`config.mk`:
```
export PLATFORM = sky130hd
export DESIGN_NAME = keycode_sender_flat
export DESIGN_NICKNAME = d
export VERILOG_FILES = /design/src/rtl/keycode_sender_if.sv /design/src/rtl/keycode_sender.sv /design/src/flat_wrapper.sv
export SDC_FILE = /design/constraint.sdc
export NUM_CORES = 1
export LEC_CHECK = 0
export BUFFER_PORTS_ARGS = -buffer_cell sky130_fd_sc_hd__buf_2
export CAP_MARGIN = 20
export CORE_MARGIN = 8
export CORE_UTILIZATION = 53
export DETAILED_ROUTE_END_ITERATION = 7
export PLACE_DENSITY = 0.77
export SLEW_MARGIN = 20
export SYNTH_ARGS = -nofsm -noshare
export SYNTH_HDL_FRONTEND = slang
export SYNTH_SLANG_ARGS = --single-unit
```
`constraint.sdc`:
```
create_clock -name clk -period 1.8 [get_ports clk]
set_input_delay 0 -clock clk [delete_from_list [all_inputs] [get_ports clk]]
set_output_delay 0 -clock clk [all_outputs]
set_load 0.02 [all_outputs]
```
`src/rtl/keycode_sender_if.sv`:
```
// keycode_sender_if: keypad digit link between the code sender and the lock
interface keycode_sender_if;
    logic [3:0] key;
    logic       key_valid;
    logic       key_ready;
    logic       locked;
    modport master (output key, key_valid, input key_ready, locked);
    modport slave  (input key, key_valid, output key_ready, locked);
endinterface

```
`src/rtl/keycode_sender.sv`:
```
// keycode_sender: sends a stored keypad code over a valid/ready link and reports the lock result
module keycode_sender #(
    parameter int MAX_LEN   = 8,
    parameter int GAP       = 2,
    parameter int RESP_WAIT = 3
) (
    input  logic                       clk,
    input  logic                       reset,
    input  logic                       wr_en,
    input  logic [$clog2(MAX_LEN)-1:0] wr_addr,
    input  logic [3:0]                 wr_data,
    input  logic                       len_ld,
    input  logic [$clog2(MAX_LEN):0]   len_val,
    input  logic                       start,
    keycode_sender_if.master           kif,
    output logic                       busy,
    output logic                       done,
    output logic                       pass,
    output logic                       err
);
    localparam int AW = $clog2(MAX_LEN);
    localparam int LW = AW + 1;
    localparam int CW = $clog2(GAP + RESP_WAIT + 1);
    localparam logic [CW-1:0] G_LAST = CW'(GAP > 0 ? GAP - 1 : 0);
    localparam logic [CW-1:0] R_LAST = CW'(RESP_WAIT - 1);
    localparam logic [63:0] DEF_CODE = 64'h652533;
    localparam logic [2:0] S_IDLE   = 3'd0;
    localparam logic [2:0] S_SEND   = 3'd1;
    localparam logic [2:0] S_GAP    = 3'd2;
    localparam logic [2:0] S_RESP   = 3'd3;
    localparam logic [2:0] S_REPORT = 3'd4;

    logic [2:0]    state;
    logic [3:0]    code [MAX_LEN];
    logic [LW-1:0] len;
    logic [AW-1:0] idx;
    logic [CW-1:0] cnt;
    logic          lock_s;
    logic          idle;
    logic          send;
    logic          last;
    logic          len_ok;

    assign idle          = state == S_IDLE;
    assign send          = state == S_SEND;
    assign last          = {1'b0, idx} == len - 1'b1;
    assign len_ok        = len_val != '0 && len_val <= LW'(MAX_LEN);
    assign busy          = !idle;
    assign kif.key_valid = send;
    assign kif.key       = send ? code[idx] : 4'd0;

    // code and length storage; commands only land while idle, anything rejected pulses err
    always_ff @(posedge clk) begin
        if (reset) begin
            for (int i = 0; i < MAX_LEN; i++) code[i] <= DEF_CODE[i*4 +: 4];
            len <= LW'(MAX_LEN < 6 ? MAX_LEN : 6);
            err <= 1'b0;
        end else begin
            err <= (wr_en && (!idle || wr_data > 4'd9)) || (len_ld && (!idle || !len_ok));
            if (idle && wr_en && wr_data <= 4'd9) code[wr_addr] <= wr_data;
            if (idle && len_ld && len_ok) len <= len_val;
        end
    end

    // transmit sequencer: digits with gaps, response window, then a registered result
    always_ff @(posedge clk) begin
        if (reset) begin
            state  <= S_IDLE;
            idx    <= '0;
            cnt    <= '0;
            lock_s <= 1'b1;
            done   <= 1'b0;
            pass   <= 1'b0;
        end else begin
            done <= 1'b0;
            case (state)
                S_IDLE: if (start) begin
                    idx   <= '0;
                    pass  <= 1'b0;
                    state <= S_SEND;
                end
                S_SEND: if (kif.key_ready) begin
                    cnt <= '0;
                    if (last) state <= S_RESP;
                    else begin
                        idx   <= idx + 1'b1;
                        state <= GAP == 0 ? S_SEND : S_GAP;
                    end
                end
                S_GAP: begin
                    cnt <= cnt + 1'b1;
                    if (cnt == G_LAST) state <= S_SEND;
                end
                S_RESP: begin
                    cnt <= cnt + 1'b1;
                    if (cnt == R_LAST) begin
                        lock_s <= kif.locked;
                        state  <= S_REPORT;
                    end
                end
                S_REPORT: begin
                    done  <= 1'b1;
                    pass  <= ~lock_s;
                    state <= S_IDLE;
                end
                default: state <= S_IDLE;
            endcase
        end
    end
endmodule

```
`src/flat_wrapper.sv`:
```
// flat-port wrapper written by rule: the top's interface ports become plain ports
module keycode_sender_flat 
#(
    parameter int MAX_LEN   = 8,
    parameter int GAP       = 2,
    parameter int RESP_WAIT = 3
)
  (clk, reset, wr_en, wr_addr, wr_data, len_ld, len_val, start, busy, done, pass, err, kif_key, kif_key_valid, kif_key_ready, kif_locked);
  keycode_sender_if kif_i ();
  input  logic clk;
  input  logic reset;
  input  logic wr_en;
  input  logic [$clog2(MAX_LEN)-1:0] wr_addr;
  input  logic [3:0] wr_data;
  input  logic len_ld;
  input  logic [$clog2(MAX_LEN):0] len_val;
  input  logic start;
  output logic busy;
  output logic done;
  output logic pass;
  output logic err;
  output wire logic [$bits(kif_i.key)-1:0] kif_key;
  output wire logic [$bits(kif_i.key_valid)-1:0] kif_key_valid;
  input wire logic [$bits(kif_i.key_ready)-1:0] kif_key_ready;
  input wire logic [$bits(kif_i.locked)-1:0] kif_locked;
  assign kif_key = kif_i.key;
  assign kif_key_valid = kif_i.key_valid;
  assign kif_i.key_ready = kif_key_ready;
  assign kif_i.locked = kif_locked;
  keycode_sender #(.MAX_LEN(MAX_LEN), .GAP(GAP), .RESP_WAIT(RESP_WAIT)) u_core (.clk(clk), .reset(reset), .wr_en(wr_en), .wr_addr(wr_addr), .wr_data(wr_data), .len_ld(len_ld), .len_val(len_val), .start(start), .kif(kif_i), .busy(busy), .done(done), .pass(pass), .err(err));
endmodule
```
==> Flow_metrics.wiki, run 1 <==
{| class="wikitable"
! Metric !! Value
|-
| Status || complete, no violations
|-
| Cell Area, Placed || 0.00284 mm2
|-
| Leakage || 1.16 nW
|-
| Worst hold path class || primary input to register
|-
| Fraction of layout instances using a drive strength above 1 || ~26%
|-
| Portion of synthesized cell area occupied by the leading cell type || 36.7%
|-
| Die Outline Area || around 0.0074 mm2
|-
| Total track usage || between 10% and 20%
|-
| Number of antenna repair diodes || 0
|-
| Count of endpoints failing setup in the final report || 0
|-
| Number of synthesized register bits || 52
|-
| Number of DRC markers after the initial detailed-route iteration || 218
|-
| Number of sinks handled by clock tree synthesis || 52
|-
| Via density per instance || 5.31
|-
| Final Instance Count excl. Fillers || 344
|-
| Residual antenna-violating net count after detailed routing || 0
|-
| Clock input transition at the sequential cells of the worst setup and hold paths || roughly 90 ps
|-
| Clock period minus final worst setup slack || 1730 ps
|-
| CP Capture Type || register
|-
| Simple-gate share of the synthesized area || 22.2%
|-
| Standard cell core area || approximately 0.0048 mm2
|-
| Total count of hold-check failures in the final report || 0
|-
| DRC || 0
|-
| Crit path max fanout || 6
|-
| Clock skew after layout || 10.4 ps
|-
| Detailed Routing Iterations Pass 1 || 4
|-
| Maximum root-to-sink buffer count || 2
|-
| Initial antenna violation count || 0
|-
| Synth cell types || 46
|-
| Post-route setup TNS || 0 ps
|-
| Post-synth EDFFs || 32
|-
| Horizontal die dimension || 86.3 um
|-
| Post-Syn Nets || 259
|-
| Post-route worst hold slack || 30.2 ps
|-
| Sequential area share after synthesis || about half
|-
| Worst EP required || 2000 ps
|-
| I/O pin total || 27
|-
| Die extent in y || 86.3 um
|-
| Max-cap viol count || 0
|-
| Vias in the first global route || 1,803
|-
| Total of fill cells in the finished design || approximately 420
|-
| Initial standard-cell utilization of the core || 55.1%
|-
| TritonCTS clock tree || built
|-
| HPWL reported at the end of detailed placement || 3900 um
|-
| Average wire per standard cell || 15.1 um
|-
| Placer's final routability congestion estimate || 0.848
|-
| Clk Latency, worst-skew pair || 310 ps
|-
| Number of levels the H-tree was split into || 2
|-
| Largest net degree at the start of global routing || 26
|-
| Worst path arrival time || 1940 ps
|-
| Total number of nets in the final design || around 300
|-
| Number of buffer cells added on primary ports || 26
|-
| Global-route wire length before repair || roughly 8400 um
|-
| Worst-Margin Slew || 575 ps
|-
| Fraction of the core area covered by cells at the end of the flow || 64.4%
|-
| Compound-gate portion of the synthesized area || 7.26%
|-
| Number of pins exceeding their max-slew limit in the final report || 0
|-
| Timing-limited maximum frequency || 577 MHz
|-
| Combinational family with the most area after synthesis || simple AND/OR/NAND/NOR gates
|-
| Total standard cell area after synthesis || 0.00262 mm2
|-
| Placed Cells incl. Taps || 326
|-
| Yosys synthesis warning count || 0
|-
| Share of synthesized flip-flops with an asynchronous set or reset || 0%
|-
| Worst rel slew slack || 61.3%
|-
| Number of vias after detailed routing || 1,825
|-
| Part of the cycle the worst path needs || 96.2%
|-
| Synthesized area per cell || 11.1 um2
|-
| VDD IR-drop max || 0.508 mV
|-
| P per Cell Area || 866 mW/mm2
|-
| Post-synthesis xor/xnor area fraction || 1.34%
|-
| Master cell of the clock root buffer || clkbuf_8
|-
| Syn-to-layout area delta || 16.9%
|-
| Number of buffers inserted during clock tree synthesis || 5
|-
| Final design area excluding fillers || 0.00306 mm2
|-
| Commonest cells in the synthesized netlist || nor2_1, edfxtp_1, dfxtp_1
|-
| Synthesized-area fraction occupied by adder cells || about 2.4%
|-
| Most frequent cell after synthesis || nor2_1
|-
| Row cnt || 25
|-
| Top cells by area in the synthesized netlist || edfxtp_1, dfxtp_1, mux4_2, nor2_1, mux2i_1
|-
| Most used DFF post-synth || edfxtp_1
|-
| Cell count after synthesis || 236
|-
| Area leader, netlist || edfxtp_1
|-
| DRT Wirelength || 5200 um
|-
| Multiplexer area fraction after synthesis || 10.8%
|-
| Type of the worst setup path || register to register
|-
| Crit path launch type || register
|-
| Global route overflow || 0
|}
==> layout make-up <==
cell class	count	area, um2	share of cell area (%)
clock inverters	3	46.3	1.51
well taps	67	83.8	2.74
flip-flops and latches	52	1360	44.5
clock buffers	5	68.8	2.25
inverters	13	48.8	1.59
multi-input cells	159	1160	37.8
repair buffers	45	293	9.57
==> report_power, final <==
group	leakage (nW)	total [mW]	switching, mW	internal, mW
sequential	0.455	1.34	0.0300	1.31
clock	0.0548	0.822	0.403	0.419
combinational	0.648	0.490	0.279	0.211
==> per-stage QoR <==
step	power, mW	setup slack [ps]
floorplan	1.69	73.2
global placement	1.82	89.9
detailed placement	1.83	52.9
CTS	2.65	38.6
global route	2.77	-10.2
finish	2.65	68.3
==> repair_timing <==
action | 4_1_cts | 5_1_grt
gates resized for setup | 0 | 2
setup endpoints to repair | 0 | 3
setup buffers | 0 | 2
hold buffers | 8 | 0
endpoints found under the hold margin | 7 | 0
==> placed cells by master, fill, tap and decap left out, types with 5 or more instances in the layout <==
| cell | n |
|---|---|
| dfxtp_1 | 19 |
| buf_2 | 26 |
| nand2b_1 | 9 |
| buf_4 | 11 |
| nor3_1 | 12 |
| nand2_1 | 16 |
| inv_1 | 13 |
| dlygate4sd3_1 | 8 |
| ha_1 | 5 |
| mux4_2 | 8 |
| edfxtp_1 | 32 |
| nor2_1 | 34 |
| a21oi_1 | 6 |
| clkbuf_8 | 5 |
| nand3_1 | 7 |
| mux2i_1 | 9 |
==> layer usage <==
layer / share of wire [%] / vias to the layer above / GRT usage [%]
met2: 52 / 36 / 26.0
met1: 42 / 859 / 16.5
met4: 1.4 / 0 / 6.10
li1: - / 924 / -
met5: 0 / - / 0
met3: 4.0 / 6 / 3.40
==> path summary, 6_finish.rpt <==
path | from | endpoint | slack [ps] | depth (start not counted)
max | u_core.len[1]$_SDFFE_PP1P_ | u_core.idx[2]$_SDFFE_PP0P_ | 70 | 7
min | len_val[2] | u_core.len[2]$_SDFFE_PP1P_ | 30 | 4
max reg2reg | u_core.len[1]$_SDFFE_PP1P_ | u_core.idx[2]$_SDFFE_PP0P_ | 70 | 7
min reg2reg | u_core.len[1]$_SDFFE_PP1P_ | u_core.len[1]$_SDFFE_PP1P_ | 490 | 1
==> critical path, stage by stage (launching register included) <==
cell     delay, ps
dfxtp_2        360
inv_1           50
ha_1           180
xnor2_1        150
nor3b_2        340
o21ai_4        110
and3_4         180
a211o_1        260
==> kinds of logic after synthesis <==
group | count (synthesis)
fa+ha+maj | 5
simple gates | 105
flops | 52
mux | 18
xor+xnor | 4
compound gates | 27
buf+inv | 25
==> registers in the layout, summed over array words and instances, names as in the netlist, named ones only <==
signal,cells
u_core.cnt,3
u_core.code,32
u_core.done,1
u_core.err,1
u_core.idx,3
u_core.len,4
u_core.lock_s,1
u_core.pass,1
u_core.state,3
Note: power is estimated with default switching activity, not from simulation.
==> run 2, diff against run 1 <==
- CTS_BUF_LIST: unset -> sky130_fd_sc_hd__clkbuf_16
==> run 2 against run 1 <==
Via count is 0.60% higher. Total power up 9.7%. Wire length about the same. Sequential cell count did not move. Clock-buffer cell count unchanged. Sequential share of layout area down 0.24 points. Utilization increased by 0.34 points. Die area is the same. Maximum frequency fell by 0.38%. First-iteration DRC count is 13% lower. Final cell count down 1.2%. Largest cell class unchanged.
==> Flow_metrics.wiki, run 2 (synthesis gave the netlist of run 1 again) <==
{| class="wikitable"
! Metric !! Value
|-
| Status || complete, no violations
|-
| Type of the worst setup path || register to register
|-
| Die extent in y || 86.3 um (unchanged)
|-
| Post-route worst hold slack || 11.6 ps (-18.7 ps)
|-
| Gate family responsible for the most delay along the worst path || simple AND/OR/NAND/NOR gates
|-
| Placer's final routability congestion estimate || 0.848 (unchanged)
|-
| Clock input transition at the sequential cells of the worst setup and hold paths || 70 ps (-20 ps)
|-
| Clock period minus final worst setup slack || 1740 ps (+6.62 ps)
|-
| Most common cell after layout, fill and taps aside || nor2_1
|-
| Initial standard-cell utilization of the core || 55.1% (unchanged)
|-
| Die Outline Area || 0.00745 mm2 (unchanged)
|-
| Number of sinks handled by clock tree synthesis || 52 (unchanged)
|-
| HPWL reported at the end of detailed placement || 3900 um (unchanged)
|-
| TritonCTS clock tree || built
|-
| Vias in the first global route || 1,799 (-0.22%)
|-
| VDD IR-drop max || 0.552 mV (+8.7%)
|-
| Global route overflow || 0 (unchanged)
|-
| Registers with the highest flip-flop counts || u_core.code x32, u_core.len x4
|-
| Worst-Margin Slew || 579 ps (+4.22 ps)
|-
| DRT Wirelength || 5200 um (about the same)
|-
| Max-cap viol count || 0 (unchanged)
|-
| Initial antenna violation count || 0 (unchanged)
|-
| Total count of hold-check failures in the final report || 0 (unchanged)
|-
| Horizontal die dimension || 86.3 um (unchanged)
|-
| Leading cell types in the layout, fill and taps excluded || nor2_1, edfxtp_1, buf_2, dfxtp_1, nand2_1
|-
| Critical Path Max Stage Delay || 350 ps (about the same)
|-
| Master cell of the clock root buffer || clkbuf_16
|-
| Count of endpoints failing setup in the final report || 0 (unchanged)
|-
| Number of antenna repair diodes || 0 (unchanged)
|-
| Total number of nets in the final design || 295 (-1.3%)
|-
| Crit path max fanout || 6 (unchanged)
|-
| Worst path arrival time || 1920 ps (-20 ps)
|-
| Number of buffers inserted during clock tree synthesis || 5 (unchanged)
|-
| Maximum root-to-sink buffer count || 2 (unchanged)
|-
| Worst hold path class || primary input to register
|-
| Clk Latency, worst-skew pair || 290 ps (-20 ps)
|-
| Standard cell core area || 0.00475 mm2 (unchanged)
|-
| Number of buffer cells added on primary ports || 26 (unchanged)
|-
| P per Cell Area || 945 mW/mm2 (+9.1%)
|-
| Worst EP required || 1980 ps (-20 ps)
|-
| Total of fill cells in the finished design || 411 (-1.2%)
|-
| Number of flip-flops under the largest register name || 32 (unchanged)
|-
| Residual antenna-violating net count after detailed routing || 0 (unchanged)
|-
| Number of levels the H-tree was split into || 2 (unchanged)
|-
| CP Capture Type || register
|-
| Slowest CP cell || dfxtp_2
|-
| Largest net degree at the start of global routing || 26 (unchanged)
|-
| Count of buffer and inverter cells on the critical path || 1 (unchanged)
|-
| Number of pins exceeding their max-slew limit in the final report || 0 (unchanged)
|-
| DRC || 0 (unchanged)
|-
| Average wire per standard cell || 15.3 um (+1.1%)
|-
| Global-route wire length before repair || 8420 um (-0.25%)
|-
| Number of vias after detailed routing || 1,836 (+0.60%)
|-
| Number of DRC markers after the initial detailed-route iteration || 190 (-13%)
|-
| Worst rel slew slack || 61.1% (-0.28 points)
|-
| Detailed Routing Iterations Pass 1 || 4 (unchanged)
|-
| I/O pin total || 27 (unchanged)
|-
| Most flop-heavy register || u_core.code
|-
| Total track usage || 14.6% (-0.083 points)
|-
| Post-route setup TNS || 0 ps (unchanged)
|-
| Clock skew after layout || 5.30 ps (-5.12 ps)
|-
| Worst-path cell chain || inv_1, ha_1, xnor2_1, nor3b_2, o21ai_4, and3_4, a211o_1
|-
| Syn-to-layout area delta || 17.5%
|-
| Row cnt || 25 (unchanged)
|-
| Part of the cycle the worst path needs || 96.6% (+0.37 points)
|-
| Via density per instance || 5.40 (+1.8%)
|-
| Leakage || 1.17 nW (+0.76%)
|-
| Timing-limited maximum frequency || 575 MHz (-0.38%)
|-
| Crit path launch type || register
|-
| Fraction of layout instances using a drive strength above 1 || 26.4% (+0.38 points)
|}
## run 2: layout make-up
| type | instances | area (um2) | area share, % |
|---|---|---|---|
| tap | 67 | 83.8 | 2.72 |
| sequential | 52 | 1360 | 44.3 |
| clock buffer | 5 | 125 | 4.07 |
| timing repair buffer | 41 | 253 | 8.21 |
| clock inverter | 3 | 46.3 | 1.50 |
| multi-input combinational | 159 | 1160 | 37.6 |
| inverter | 13 | 48.8 | 1.59 |
## run 2: path summary, 6_finish.rpt
| check | from | end | slack (ps) | cells after the start |
|---|---|---|---|---|
| setup / recovery | u_core.len[1]$_SDFFE_PP1P_ | u_core.idx[2]$_SDFFE_PP0P_ | 60 | 7 |
| hold / removal | wr_en | u_core.err$_SDFF_PP0_ | 10 | 3 |
| setup reg to reg | u_core.len[1]$_SDFFE_PP1P_ | u_core.idx[2]$_SDFFE_PP0P_ | 60 | 7 |
| hold reg to reg | u_core.pass$_SDFFE_PP0P_ | u_core.pass$_SDFFE_PP0P_ | 480 | 2 |
## run 2: through the flow
step | instance area [um2] | utilization, % | setup WS, ps | cells | total power [mW]
after global routing | 3080 | 64.7 | -5.84 | 340 | 3.03
final | 3080 | 64.7 | 61.7 | 340 | 2.91
after detailed placement | 2840 | 59.8 | 52.9 | 326 | 1.83
after global placement | 2840 | 59.8 | 89.9 | 326 | 1.82
after floorplan | 2620 | - | 73.2 | 236 | 1.69
after CTS | 3050 | 64.2 | 42.4 | 338 | 2.92
## run 2: layer usage
| metal | up-vias | GRT usage [%] | routed length (um) |
|---|---|---|---|
| met5 | - | 0 | 0 |
| met4 | 0 | 5.48 | 72 |
| met3 | 9 | 3.97 | 218 |
| met2 | 43 | 25.4 | 2680 |
| met1 | 866 | 16.6 | 2220 |
| li1 | 918 | - | - |
## run 2: repair_timing
item	in CTS	in global routing
gates resized for setup	0	2
hold endpoints to repair	4	0
endpoints found under the setup margin	0	3
setup buffers	0	2
hold buffers	4	0
## run 2: report_power, final
group | leakage [nW] | switching, mW | internal, mW
sequential | 0.455 | 0.0300 | 1.31
combinational | 0.631 | 0.277 | 0.202
clock | 0.0804 | 0.428 | 0.661
total | 1.17 | 0.735 | 2.17
## run 2: worst min-delay path: cells and delay by family
kind	cells	cell delay (ps)
buf+inv	1	110
compound gates	1	80
simple gates	1	70
==> run 3, diff against run 2 <==
- CORE_MARGIN: 8 -> unset
- CORE_UTILIZATION: 53 -> 40
- PLACE_DENSITY: 0.77 -> 0.61
==> run 3 against run 2 <==
Worst hold slack gained 8.5 ps. Total power shrank 1.3%. Global-route usage is 1.9 points higher. Maximum frequency increased by 0.39%. Highest routed layer unchanged. Clock power is 5% lower. Sequential power is essentially flat.
==> Flow_metrics.wiki, run 3 (synthesis gave the netlist of run 1 again) <==
{| class="wikitable"
! Metric !! Value
|-
| Status || complete, no violations
|-
| Residual antenna-violating net count after detailed routing || 0 (unchanged)
|-
| Registers with the highest flip-flop counts || u_core.code x32, u_core.len x4
|-
| Fraction of layout instances using a drive strength above 1 || 27.0% (+0.63 points)
|-
| Number of vias after detailed routing || 1,775 (-3.3%)
|-
| Most flop-heavy register || u_core.code
|-
| Initial standard-cell utilization of the core || 41.2% (-14 points)
|-
| TritonCTS clock tree || built
|-
| Crit path max fanout || 6 (unchanged)
|-
| VDD IR-drop max || 0.573 mV (+3.9%)
|-
| Number of pins exceeding their max-slew limit in the final report || 0 (unchanged)
|-
| Placed Cells incl. Taps || 338 (+3.7%)
|-
| Part of the cycle the worst path needs || 96.2% (-0.38 points)
|-
| Post-Place Setup Slack || 25.9 ps (-27.0 ps)
|-
| Leakage || 1.17 nW (+0.64%)
|-
| Clk Latency, worst-skew pair || 290 ps (about the same)
|-
| Number of buffer cells added on primary ports || 26 (unchanged)
|-
| Average wire per standard cell || 14.7 um (-3.9%)
|-
| Number of DRC markers after the initial detailed-route iteration || 57 (-70%)
|-
| Number of antenna repair diodes || 0 (unchanged)
|-
| Worst path arrival time || 1900 ps (-20 ps)
|-
| Horizontal die dimension || 82.9 um (-3.9%)
|-
| Number of flip-flops under the largest register name || 32 (unchanged)
|-
| Syn-to-layout area delta || 18.2%
|-
| Total track usage || 16.5% (+1.9 points)
|-
| Worst hold path class || primary input to register
|-
| Clock input transition at the sequential cells of the worst setup and hold paths || 70 ps (about the same)
|-
| Post-route setup TNS || 0 ps (unchanged)
|-
| Sum of internal, switching and leakage power || 2.87 mW (-1.3%)
|-
| Largest net degree at the start of global routing || 28 (+7.7%)
|-
| Global route overflow || 0 (unchanged)
|-
| Worst-Margin Slew || 453 ps (-126 ps)
|-
| Count of buffer and inverter cells on the critical path || 1 (unchanged)
|-
| Vias in the first global route || 1,828 (+1.6%)
|-
| Worst-path cell chain || inv_1, ha_1, xnor2_2, nor3b_2, o21ai_4, and3_4, a211o_1
|-
| Placer's final routability congestion estimate || 0.739 (-13%)
|-
| Total number of nets in the final design || 296 (+0.34%)
|-
| Maximum root-to-sink buffer count || 2 (unchanged)
|-
| Detailed Routing Iterations Pass 1 || 4 (unchanged)
|-
| Slowest CP cell || dfxtp_1
|-
| Worst EP required || 1970 ps (about the same)
|-
| Die extent in y || 82.9 um (-3.9%)
|-
| Post-route worst hold slack || 20.0 ps (+8.46 ps)
|-
| Via density per instance || 5.06 (-6.4%)
|-
| Number of levels the H-tree was split into || 2 (unchanged)
|-
| Final design area excluding fillers || 0.00309 mm2 (+0.57%)
|-
| Clock skew after layout || 5.44 ps (+0.137 ps)
|-
| Most common cell after layout, fill and taps aside || nor2_1
|-
| DRC || 0 (unchanged)
|-
| Critical Path Max Stage Delay || 320 ps (-30 ps)
|-
| Worst rel slew slack || 69.6% (+8.5 points)
|-
| Initial antenna violation count || 0 (unchanged)
|-
| Max-cap viol count || 0 (unchanged)
|-
| Crit path launch type || register
|-
| Standard cell core area || 0.00635 mm2 (+34%)
|-
| Fraction of the core area covered by cells at the end of the flow || 48.7% (-16 points)
|-
| Total count of hold-check failures in the final report || 0 (unchanged)
|-
| Master cell of the clock root buffer || clkbuf_16
|-
| CP Capture Type || register
|-
| Leading cell types in the layout, fill and taps excluded || nor2_1, edfxtp_1, buf_2, dfxtp_1, nand2_1
|-
| P per Cell Area || 927 mW/mm2 (-1.9%)
|-
| Row cnt || 29 (+16%)
|-
| Gate family responsible for the most delay along the worst path || simple AND/OR/NAND/NOR gates
|-
| Total of fill cells in the finished design || 589 (+43%)
|-
| Number of buffers inserted during clock tree synthesis || 5 (unchanged)
|-
| Setup slack after layout || 68.5 ps (+6.82 ps)
|-
| Count of endpoints failing setup in the final report || 0 (unchanged)
|-
| Cell Area, Placed || 0.00287 mm2 (+0.97%)
|-
| Timing-limited maximum frequency || 578 MHz (+0.39%)
|-
| Die Outline Area || 0.00687 mm2 (-7.7%)
|-
| I/O pin total || 27 (unchanged)
|-
| Final Instance Count excl. Fillers || 351 (+3.2%)
|-
| Number of sinks handled by clock tree synthesis || 52 (unchanged)
|-
| Clock period minus final worst setup slack || 1730 ps (-6.82 ps)
|-
| DRT Wirelength || 5150 um (-0.83%)
|-
| HPWL reported at the end of detailed placement || 3910 um (+0.35%)
|-
| Type of the worst setup path || register to register
|-
| Global-route wire length before repair || 8850 um (+5.0%)
|}
==> run 3: report_power, final <==
part | switching [mW] | total (mW) | internal (mW)
Sequential | 0.0314 | 1.34 | 1.31
Combinational | 0.276 | 0.482 | 0.206
Clock | 0.398 | 1.04 | 0.647
Total | 0.705 | 2.87 | 2.16
==> run 3: worst paths after layout <==
check        cells after the start  slack [ps]                       start                               to
max                              7          70  u_core.len[0]$_SDFFE_PP0P_       u_core.idx[2]$_SDFFE_PP0P_
min                              2          20                  wr_data[3]  u_core.code[0][3]$_SDFFCE_PN0P_
min reg2reg                      1         480  u_core.len[1]$_SDFFE_PP1P_       u_core.len[1]$_SDFFE_PP1P_
max reg2reg                      7          70  u_core.len[0]$_SDFFE_PP0P_       u_core.idx[2]$_SDFFE_PP0P_
==> run 3: area by class of cell <==
cell class | instances | area (um2) | share of cell area, %
flip-flops and latches | 52 | 1360 | 44.0
multi-input cells | 159 | 1160 | 37.6
repair buffers | 42 | 258 | 8.33
clock buffers | 5 | 125 | 4.04
well taps | 77 | 96.3 | 3.11
inverters | 13 | 48.8 | 1.58
clock inverters | 3 | 38.8 | 1.25
==> run 3: layer usage <==
metal  wire length [um]  share of wire (%)  track usage, %  up-vias
met2               2570                 50            28.8       29
met1               2360                 46            20.9      829
met5                  0                  0               0        -
met4                 55                1.1            4.23        0
met3                175                3.4            3.18        5
li1                   -                  -               -      912
==> run 3: repair_timing <==
item | in CTS | in global routing
buffers inserted | 0 | 2
hold buffers | 3 | 0
resized for setup | 0 | 3
setup endpoints to repair | 0 | 5
endpoints found under the hold margin | 3 | 0
==> run 3: worst register-to-register path: stages, from the launching register on <==
cell     delay (ps)
dfxtp_1         320
inv_1            50
ha_1            220
xnor2_2         150
nor3b_2         320
o21ai_4         110
and3_4          190
a211o_1         270
